<file path="config.mk">
export PLATFORM = sky130hd
export DESIGN_NAME = mem_access_ctrl
export DESIGN_NICKNAME = d
export VERILOG_FILES = /design/src/rtl/mem_access_ctrl.sv
export SDC_FILE = /design/constraint.sdc
export NUM_CORES = 1
export LEC_CHECK = 0
export ABC_AREA = 1
export BUFFER_PORTS_ARGS = -buffer_cell sky130_fd_sc_hd__buf_2
export CELL_PAD_IN_SITES_DETAIL_PLACEMENT = 0
export CELL_PAD_IN_SITES_GLOBAL_PLACEMENT = 1
export CORE_ASPECT_RATIO = 1.2
export CORE_MARGIN = 3
export CORE_UTILIZATION = 33
export CTS_CLUSTER_SIZE = 24
export DETAILED_ROUTE_END_ITERATION = 10
export PLACE_DENSITY = 0.75
export SLEW_MARGIN = 25
export SYNTH_ARGS = -nofsm -noshare
export SYNTH_HDL_FRONTEND = slang
export SYNTH_SLANG_ARGS = --single-unit
</file>
<file path="constraint.sdc">
create_clock -name clk -period 1.8 [get_ports clk]
set_input_delay 0.27 -clock clk [delete_from_list [all_inputs] [get_ports clk]]
set_output_delay 0.27 -clock clk [all_outputs]
set_load 0.05 [all_outputs]
</file>
<file path="src/rtl/mem_access_ctrl.sv">
// Memory-stage data-memory access sequencer and M->W pipeline register control.
// Define MEM_TIMEOUT_EN to abort accesses that stay in REQ/RESP for TIMEOUT_CYCLES cycles.
module mem_access_ctrl #(
    parameter int XLEN           = 32,
    parameter bit STORE_ACK      = 1'b1,
    parameter int TIMEOUT_CYCLES = 256
) (
    input  logic            clk,
    input  logic            rst_n,
    input  logic            MemReadM,
    input  logic            MemWriteM,
    input  logic [2:0]      funct3M,
    input  logic [XLEN-1:0] ALUResultM,
    input  logic [XLEN-1:0] WriteDataM,
    output logic            dreq_valid,
    input  logic            dreq_ready,
    output logic            dreq_we,
    output logic [XLEN-1:0] dreq_addr,
    output logic [3:0]      dreq_be,
    output logic [XLEN-1:0] dreq_wdata,
    input  logic            drsp_valid,
    input  logic [XLEN-1:0] drsp_rdata,
    output logic            stall_o,
    output logic            mw_en_o,
    output logic            mw_flush_o,
    output logic [XLEN-1:0] RdataM,
    output logic            misalign_err_o,
    output logic            bus_err_o
);

    typedef enum logic [1:0] {IDLE = 2'd0, REQ = 2'd1, RESP = 2'd2, DONE = 2'd3} state_t;

    state_t          state_q, state_d;
    logic            we_q, we_d;
    logic [XLEN-1:0] addr_q, addr_d;
    logic [3:0]      be_q, be_d;
    logic [XLEN-1:0] wdata_q, wdata_d;
    logic [XLEN-1:0] rdata_q, rdata_d;
    logic [1:0]      off_q, off_d;
    logic [2:0]      f3_q, f3_d;

    logic            mem_op, is_byte, is_half, misaligned;
    logic            timeout_hit;
    logic [3:0]      be_new;
    logic [XLEN-1:0] wdata_new, ld_ext;
    logic [7:0]      ld_byte;
    logic [15:0]     ld_half;

    assign mem_op     = MemReadM | MemWriteM;
    assign is_byte    = (funct3M[1:0] == 2'b00);
    assign is_half    = (funct3M[1:0] == 2'b01);
    assign misaligned = (is_half & ALUResultM[0]) | (~is_byte & ~is_half & (|ALUResultM[1:0]));

    always_comb begin
        be_new    = 4'b1111;
        wdata_new = WriteDataM;
        if (is_byte) begin
            be_new    = 4'b0001 << ALUResultM[1:0];
            wdata_new = {4{WriteDataM[7:0]}};
        end else if (is_half) begin
            be_new    = ALUResultM[1] ? 4'b1100 : 4'b0011;
            wdata_new = {2{WriteDataM[15:0]}};
        end
    end

    // Funct3 encodings other than byte/half all load the full word.
    always_comb begin
        ld_byte = drsp_rdata[{off_q, 3'b000} +: 8];
        ld_half = off_q[1] ? drsp_rdata[31:16] : drsp_rdata[15:0];
        case (f3_q[1:0])
            2'b00:   ld_ext = f3_q[2] ? {24'b0, ld_byte} : {{24{ld_byte[7]}}, ld_byte};
            2'b01:   ld_ext = f3_q[2] ? {16'b0, ld_half} : {{16{ld_half[15]}}, ld_half};
            default: ld_ext = drsp_rdata;
        endcase
    end

`ifdef MEM_TIMEOUT_EN
    localparam int CNT_W = (TIMEOUT_CYCLES > 256) ? $clog2(TIMEOUT_CYCLES) : 8;
    logic [CNT_W-1:0] cnt_q, cnt_d;

    assign cnt_d       = (state_q == REQ || state_q == RESP) ? cnt_q + 1'b1 : '0;
    assign timeout_hit = (cnt_q == CNT_W'(TIMEOUT_CYCLES - 1));

    always_ff @(posedge clk or negedge rst_n) begin
        if (!rst_n) cnt_q <= '0;
        else        cnt_q <= cnt_d;
    end
`else
    localparam int unused_timeout = TIMEOUT_CYCLES;
    assign timeout_hit = 1'b0;
`endif

    // Request channel: dreq_valid is a pure function of state and never waits on
    // dreq_ready; a transfer happens on any cycle with dreq_valid && dreq_ready, and
    // all request fields are registers that only change while in IDLE.
    always_comb begin
        state_d        = state_q;
        we_d           = we_q;
        addr_d         = addr_q;
        be_d           = be_q;
        wdata_d        = wdata_q;
        off_d          = off_q;
        f3_d           = f3_q;
        rdata_d        = rdata_q;
        stall_o        = 1'b0;
        mw_flush_o     = 1'b0;
        misalign_err_o = 1'b0;
        bus_err_o      = 1'b0;
        case (state_q)
            IDLE: begin
                if (mem_op) begin
                    mw_flush_o = 1'b1;
                    if (misaligned) begin
                        misalign_err_o = 1'b1;
                    end else begin
                        stall_o = 1'b1;
                        we_d    = MemWriteM;
                        addr_d  = {ALUResultM[XLEN-1:2], 2'b00};
                        be_d    = be_new;
                        wdata_d = wdata_new;
                        off_d   = ALUResultM[1:0];
                        f3_d    = funct3M;
                        state_d = REQ;
                    end
                end
            end
            REQ: begin
                stall_o    = 1'b1;
                mw_flush_o = 1'b1;
                if (dreq_ready) begin
                    state_d = (we_q && !STORE_ACK) ? DONE : RESP;
                end else if (timeout_hit) begin
                    stall_o   = 1'b0;
                    bus_err_o = 1'b1;
                    state_d   = IDLE;
                end
            end
            RESP: begin
                stall_o    = 1'b1;
                mw_flush_o = 1'b1;
                if (drsp_valid) begin
                    if (!we_q) rdata_d = ld_ext;
                    state_d = DONE;
                end else if (timeout_hit) begin
                    stall_o   = 1'b0;
                    bus_err_o = 1'b1;
                    state_d   = IDLE;
                end
            end
            default: state_d = IDLE;
        endcase
    end

    always_ff @(posedge clk or negedge rst_n) begin
        if (!rst_n) begin
            state_q <= IDLE;
            we_q    <= 1'b0;
            addr_q  <= '0;
            be_q    <= '0;
            wdata_q <= '0;
            off_q   <= '0;
            f3_q    <= '0;
            rdata_q <= '0;
        end else begin
            state_q <= state_d;
            we_q    <= we_d;
            addr_q  <= addr_d;
            be_q    <= be_d;
            wdata_q <= wdata_d;
            off_q   <= off_d;
            f3_q    <= f3_d;
            rdata_q <= rdata_d;
        end
    end

    // An aborted request is withdrawn from the cycle after the timeout pulse.
    assign dreq_valid = (state_q == REQ);
    assign dreq_we    = we_q;
    assign dreq_addr  = addr_q;
    assign dreq_be    = be_q;
    assign dreq_wdata = wdata_q;
    assign RdataM     = rdata_q;
    assign mw_en_o    = 1'b1;

endmodule

</file>
==> results.sh, run 1 <==
export IMPL_n_antenna_cell=0
export IMPL_ys_types=21
export IMPL_critPathCaptureType="output pin"
export IMPL_crit_slowest_cell="dfrtp_1"
export IMPL_setup_viol_count_final=0
export IMPL_synth_area_leaders="dfrtp_1, nand2_1, a21oi_1"
export IMPL_place_area_sq_um=6370
export IMPL_synth_top_area_share_pct=52.2
export IMPL_async_flop_share_pct=100
export IMPL_seqCellArea_sq_um=2650
export IMPL_peakVddDrop_mv=1.03
export IMPL_antenna_found_initial=0
export IMPL_max_stage_delay_ps=390
export IMPL_tns_ps=0
export IMPL_yosysSeqAreaShare_pct=52.2
export IMPL_synth_most_common_cell="nand2_1"
export IMPL_grt_max_degree=70
export IMPL_status="finished clean"
export IMPL_final_util_pct=45.4
export IMPL_rsz0062_at_grt="yes"
export IMPL_die_w_um=119
export IMPL_grt_first_pass_wirelength_mm=26.1
export IMPL_grt_usage_pct=19.3
export IMPL_ys_flop_type="dfrtp_1"
export IMPL_skew_ps=7.80
export IMPL_layout_drive_gt1_share_pct=30.1
export IMPL_root_buffer="clkbuf_16"
export IMPL_r2r_slack_ps=120
export IMPL_syn_area_sq_um=5080
export IMPL_fmax_ghz=0.564
export IMPL_period_share_pct=98.6
export IMPL_ant_nets=0
export IMPL_hold_violations=0
export IMPL_cp_common_cell="inv_2"
export IMPL_crit_required_ps=1530
export IMPL_yosys_warnings=0
export IMPL_r2r_cells=11
export IMPL_synth_edf_count=0
export IMPL_tritoncts="done"
export IMPL_setup_worst_path_start="state_q[1]"
export IMPL_syn_inst=681
export IMPL_cp_max_fo=2
export IMPL_power_leakage_uw=0.00392
export IMPL_hold_start="ALUResultM[10]"
export IMPL_wire_per_inst_um=14.8
export IMPL_syn_to_final_growth_pct=34.3
export IMPL_drc=0
export IMPL_drt_first_pass_iters=5
export IMPL_worstSkewPairLatency_ps=350
export IMPL_rr_endpoint="dreq_be[0]"
export IMPL_htree_levels=3
export IMPL_die_height_um=142
export IMPL_synth_seq_cells=106
export IMPL_rr_startpoint="state_q[1]"
export IMPL_total_power_uw=15200
export IMPL_tightest_slew_ps=580
export IMPL_port_buffers=207
export IMPL_cts_made_buffers=9
export IMPL_cap_viol_max_count=0
export IMPL_clkTransAtPathRegs_ps=80
export IMPL_overflow=0
export IMPL_routabilityCongestion=0.834
export IMPL_worstSetupStartpointType="register"
export IMPL_slew_viol_final=0
export IMPL_crit_type="reg2out"
export IMPL_first_global_vias=5071
export IMPL_cts_buffer_depth=2
export IMPL_row_count=49
export IMPL_avgSynthCellArea_sq_um=7.46
export IMPL_via_per_inst=4.56
export IMPL_hold_path_end="dreq_addr[10]"
export IMPL_dieArea_sq_um=16900
export IMPL_pre_cts_slack_ps=124
export IMPL_via_count=5008
export IMPL_wirelength_mm=16.3
export IMPL_power_density_nw_per_um2=2220
export IMPL_cts_sinks=106
export IMPL_timing_final_ws_setup_ps=26.0
export IMPL_n_fill_cell=1593
export IMPL_crit_chain="inv_2, ha_4, inv_2, nor2_4, nand2_2, a21oi_2, buf_6"
export IMPL_yosysTopAreaCell="dfrtp_1"
export IMPL_fin_area_sq_um=6830
export IMPL_cp_data_arrival_time_ps=1500
export IMPL_post_route_min_period_ps=1770
export IMPL_coreArea_sq_um=15000
export IMPL_slew_headroom_pct=61.3
export IMPL_holdPathStages=3
export IMPL_drt_iter0_drc=301
export IMPL_hp_class="in2reg"
export IMPL_fin_nets=999
export IMPL_multi_input_area_sq_um=2150
export IMPL_ys_top_cells_by_count="nand2_1, dfrtp_1, a21oi_1"
export IMPL_hpwl_mm=12.0
export IMPL_start_util_pct=33.8
export IMPL_io_pins=212
per-stage QoR:
step,hold slack (ps),instances
finish,108,1099
global route,95.7,1099
CTS,92.5,1097
detailed placement,326,1075
global placement,323,1075
floorplan,-25.6,683
repair_timing:
| item | CTS | global route |
|---|---|---|
| cloned | 0 | 0 |
| pin swaps | 4 | 3 |
| setup buffers | 5 | 2 |
| resized for setup | 11 | 8 |
| hold buffers | 1 | 0 |
| hold endpoints to repair | 74 | 0 |
| endpoints found under the setup margin | 3 | 19 |
report_power, final:
part	total [uW]	internal [uW]	switching, uW
Clock	2210	1250	967
Combinational	8820	2160	6660
Sequential	4150	3510	632
Total	15200	6920	8260
cells by family after synthesis:
logic type	count (synthesis)	share of synthesized area [%]
flops	106	52.2
fa+ha+maj	4	0.985
compound gates	84	8.47
other cells	2	0.148
buf+inv	70	6.62
simple gates	415	31.6
layout make-up:
class | count | area share, %
multi-input combinational | 507 | 31.5
timing repair buffer | 232 | 19.2
clock buffer | 9 | 3.30
sequential | 106 | 38.9
tap | 204 | 3.74
clock inverter | 7 | 1.56
inverter | 34 | 1.87
cell usage in the layout, fill, tap and decap left out:
cell type	n
ha_4	1
clkbuf_16	9
buf_4	20
nand2_2	2
nor2_1	26
inv_8	1
dfrtp_1	106
o21ai_1	2
nand3_1	20
inv_6	2
o21ai_0	23
o22ai_1	1
a22oi_1	1
dlygate4sd3_1	1
nor2_2	1
nand2_4	1
nand2_1	361
ha_2	1
a21oi_2	3
conb_1	4
inv_1	25
inv_2	9
buf_2	203
o22a_1	1
clkinv_4	2
nor2_4	4
a21oi_1	52
buf_12	5
buf_6	3
ha_1	2
bufinv_16	2
o21bai_1	1
worst max-delay path by stage:
stage               endpoint  depth (start not counted)  slack, ps
detailed placement   stall_o                          7        120
floorplan            stall_o                          7        -40
finish               stall_o                          7         30
CTS                  stall_o                          7          7
global route         stall_o                          7        -50
global placement    off_q[1]                          8        150
worst max-delay path: cells and delay by family (launching register included):
kind / cells / cell delay, ps
buffers and inverters: 3 / 310
flip-flops: 1 / 390
AND/OR/NAND/NOR: 2 / 180
adder cells (fa/ha/maj): 1 / 140
AO/OA/AOI/OAI: 1 / 140
per-layer routing:
layer	track usage (%)	share of wire, %	routed length, um	vias to the layer above
li1	-	-	-	2524
met1	23.8	42	6790	2311
met2	33.6	50	8110	159
met3	4.85	7.1	1160	14
met4	5.67	1.5	240	0
met5	0	0	0	-
registers in the layout (all words and copies together) (netlist names):
register / cells
f3_q: 3
dreq_addr: 30
dreq_be: 4
state_q: 2
dreq_we: 1
RdataM: 32
dreq_wdata: 32
off_q: 2
No activity file was read; power rests on OpenSTA's default activity.
==> inputs of run 2 (changes only) <==
--- a/config.mk
+++ b/config.mk
@@ -11,10 +11,10 @@
 export CELL_PAD_IN_SITES_GLOBAL_PLACEMENT = 1
 export CORE_ASPECT_RATIO = 1.2
 export CORE_MARGIN = 3
-export CORE_UTILIZATION = 33
+export CORE_UTILIZATION = 30
 export CTS_CLUSTER_SIZE = 24
 export DETAILED_ROUTE_END_ITERATION = 10
-export PLACE_DENSITY = 0.75
+export PLACE_DENSITY = 0.69
 export SLEW_MARGIN = 25
 export SYNTH_ARGS = -nofsm -noshare
 export SYNTH_HDL_FRONTEND = slang
==> constraint.sdc (replaced) <==
create_clock -name clk -period 1.8 [get_ports clk]
set_input_delay 0.36 -clock clk [delete_from_list [all_inputs] [get_ports clk]]
set_output_delay 0.36 -clock clk [all_outputs]
set_load 0.05 [all_outputs]
==> results.sh, run 2 (synthesized netlist as in run 1, its figures left out) <==
export IMPL_fin_nets=1011
export IMPL_dr_max_layer_used="met4"
export IMPL_tns_ps=-122
export IMPL_cp_top_family="flip-flops"
export IMPL_hold_violations=0
export IMPL_skew_ps=12.0
export IMPL_die_height_um=149
export IMPL_antenna_found_initial=0
export IMPL_syn_to_final_growth_pct=37.5
export IMPL_cap_viol_max_count=0
export IMPL_htree_levels=3
export IMPL_crit_slowest_cell="dfrtp_1"
export IMPL_hold_slack_ps=183
export IMPL_grt_max_degree=65
export IMPL_place_area_sq_um=6460
export IMPL_wire_per_inst_um=15.4
export IMPL_r2r_slack_ps=70
export IMPL_n_antenna_cell=0
export IMPL_cts_buffer_depth=2
export IMPL_final_cell_mix="nand2_1, buf_2, dfrtp_1"
export IMPL_drt_first_pass_iters=4
export IMPL_worst_path_buf_inv=3
export IMPL_fin_area_sq_um=6990
export IMPL_timing_final_ws_setup_ps=-65.3
export IMPL_r2r_cells=11
export IMPL_max_stage_delay_ps=390
export IMPL_power_density_nw_per_um2=2200
export IMPL_met3_length_mm=1.24
export IMPL_grt_first_pass_wirelength_mm=26.8
export IMPL_dieArea_sq_um=18500
export IMPL_cts_made_buffers=9
export IMPL_ant_nets=0
export IMPL_fmax_ghz=0.536
export IMPL_overflow=0
export IMPL_final_common_cell="nand2_1"
export IMPL_via_per_inst=4.51
export IMPL_root_buffer="clkbuf_16"
export IMPL_wirelength_mm=17.2
export IMPL_wl_met1_mm=7.24
export IMPL_seqCellArea_sq_um=2650
export IMPL_cts_sinks=106
export IMPL_final_util_pct=42.6
export IMPL_cp_depth=7
export IMPL_rr_startpoint="state_q[1]"
export IMPL_routabilityCongestion=0.802
export IMPL_grt_usage_pct=18.1
export IMPL_clkTransAtPathRegs_ps=80
export IMPL_power_leakage_uw=0.00399
export IMPL_peakVddDrop_mv=1.06
export IMPL_setup_viol_count_final=3
export IMPL_port_buffers=207
export IMPL_first_global_vias=5060
export IMPL_die_w_um=125
export IMPL_rr_endpoint="dreq_be[2]"
export IMPL_worstSetupStartpointType="register"
export IMPL_critPathCaptureType="output pin"
export IMPL_crit_chain="inv_2, ha_4, inv_4, nor2_4, nand2_2, a21oi_2, buf_6"
export IMPL_tritoncts="done"
export IMPL_cp_endpoint="stall_o"
export IMPL_cp_max_fo=2
export IMPL_layout_drive_gt1_share_pct=31.1
export IMPL_coreArea_sq_um=16400
export IMPL_post_route_min_period_ps=1870
export IMPL_routed_wl_met2_mm=8.37
export IMPL_row_count=51
export IMPL_violations="negative setup slack"
export IMPL_slew_viol_final=0
export IMPL_worstSkewPairLatency_ps=360
export IMPL_drc=0
export IMPL_total_power_uw=15300
export IMPL_period_share_pct=104
export IMPL_n_fill_cell=1739
export IMPL_io_pins=212
export IMPL_hpwl_mm=12.7
export IMPL_cp_data_arrival_time_ps=1510
export IMPL_rsz0062_at_grt="yes"
export IMPL_via_count=5044
export IMPL_drt_iter0_drc=240
export IMPL_hp_class="in2reg"
export IMPL_status="complete, but fails checks"
export IMPL_start_util_pct=31.0
export IMPL_crit_type="reg2out"
export IMPL_setup_worst_path_start="state_q[1]"
export IMPL_multi_input_area_sq_um=2150
export IMPL_crit_required_ps=1440
-- run 2: changes by cell type in the layout (fill, tap and decap cells not counted), moves of 2 or more --
cell       delta
buf_6         +2
clkbuf_16     +2
inv_4         +2
buf_4         +8
clkinv_8      +2
nor2_1        -2
-- run 2: power by group --
group          internal [uW]  switching, uW
clock                   1120            998
combinational           2330           6770
sequential              3510            617
total                   6960           8380
-- run 2: repair_timing --
item,in CTS,in global routing
buffers inserted,5,4
hold buffers,1,0
cloned,0,2
endpoints found under the hold margin,25,0
pin swaps,4,3
endpoints found under the setup margin,3,53
resized for setup,17,9
-- run 2: worst min-delay path: cells and delay by family --
family / cells / cell delay, ps
buf+inv: 1 / 70
simple gates: 2 / 80
-- run 2: worst min path at each step --
stage	depth (start not counted)	endpoint	startpoint
final	3	dreq_addr[10]	ALUResultM[10]
after global placement	1	RdataM[17]	rst_n
after floorplan	0	RdataM[0]	rst_n
after global routing	3	dreq_addr[13]	ALUResultM[13]
after detailed placement	1	RdataM[17]	rst_n
after CTS	3	dreq_addr[10]	ALUResultM[10]
-- run 2: final cells by class --
cell class	instances	area share, %
multi-input cells	507	30.7
flip-flops and latches	106	38.0
repair buffers	244	21.0
clock inverters	7	1.40
inverters	34	1.90
clock buffers	9	3.22
well taps	212	3.80
-- run 2: per-layer routing --
metal	track usage, %	up-vias
met1	22.6	2310
met2	30.1	166
met5	0	-
li1	-	2545
met4	7.05	0
met3	4.78	23
-- run 2: stage by stage --
step                worst slack, ps  instances
floorplan                      -132        683
global placement               76.0       1092
detailed placement             75.4       1092
CTS                           -69.3       1114
global route                   -141       1119
finish                        -65.3       1119
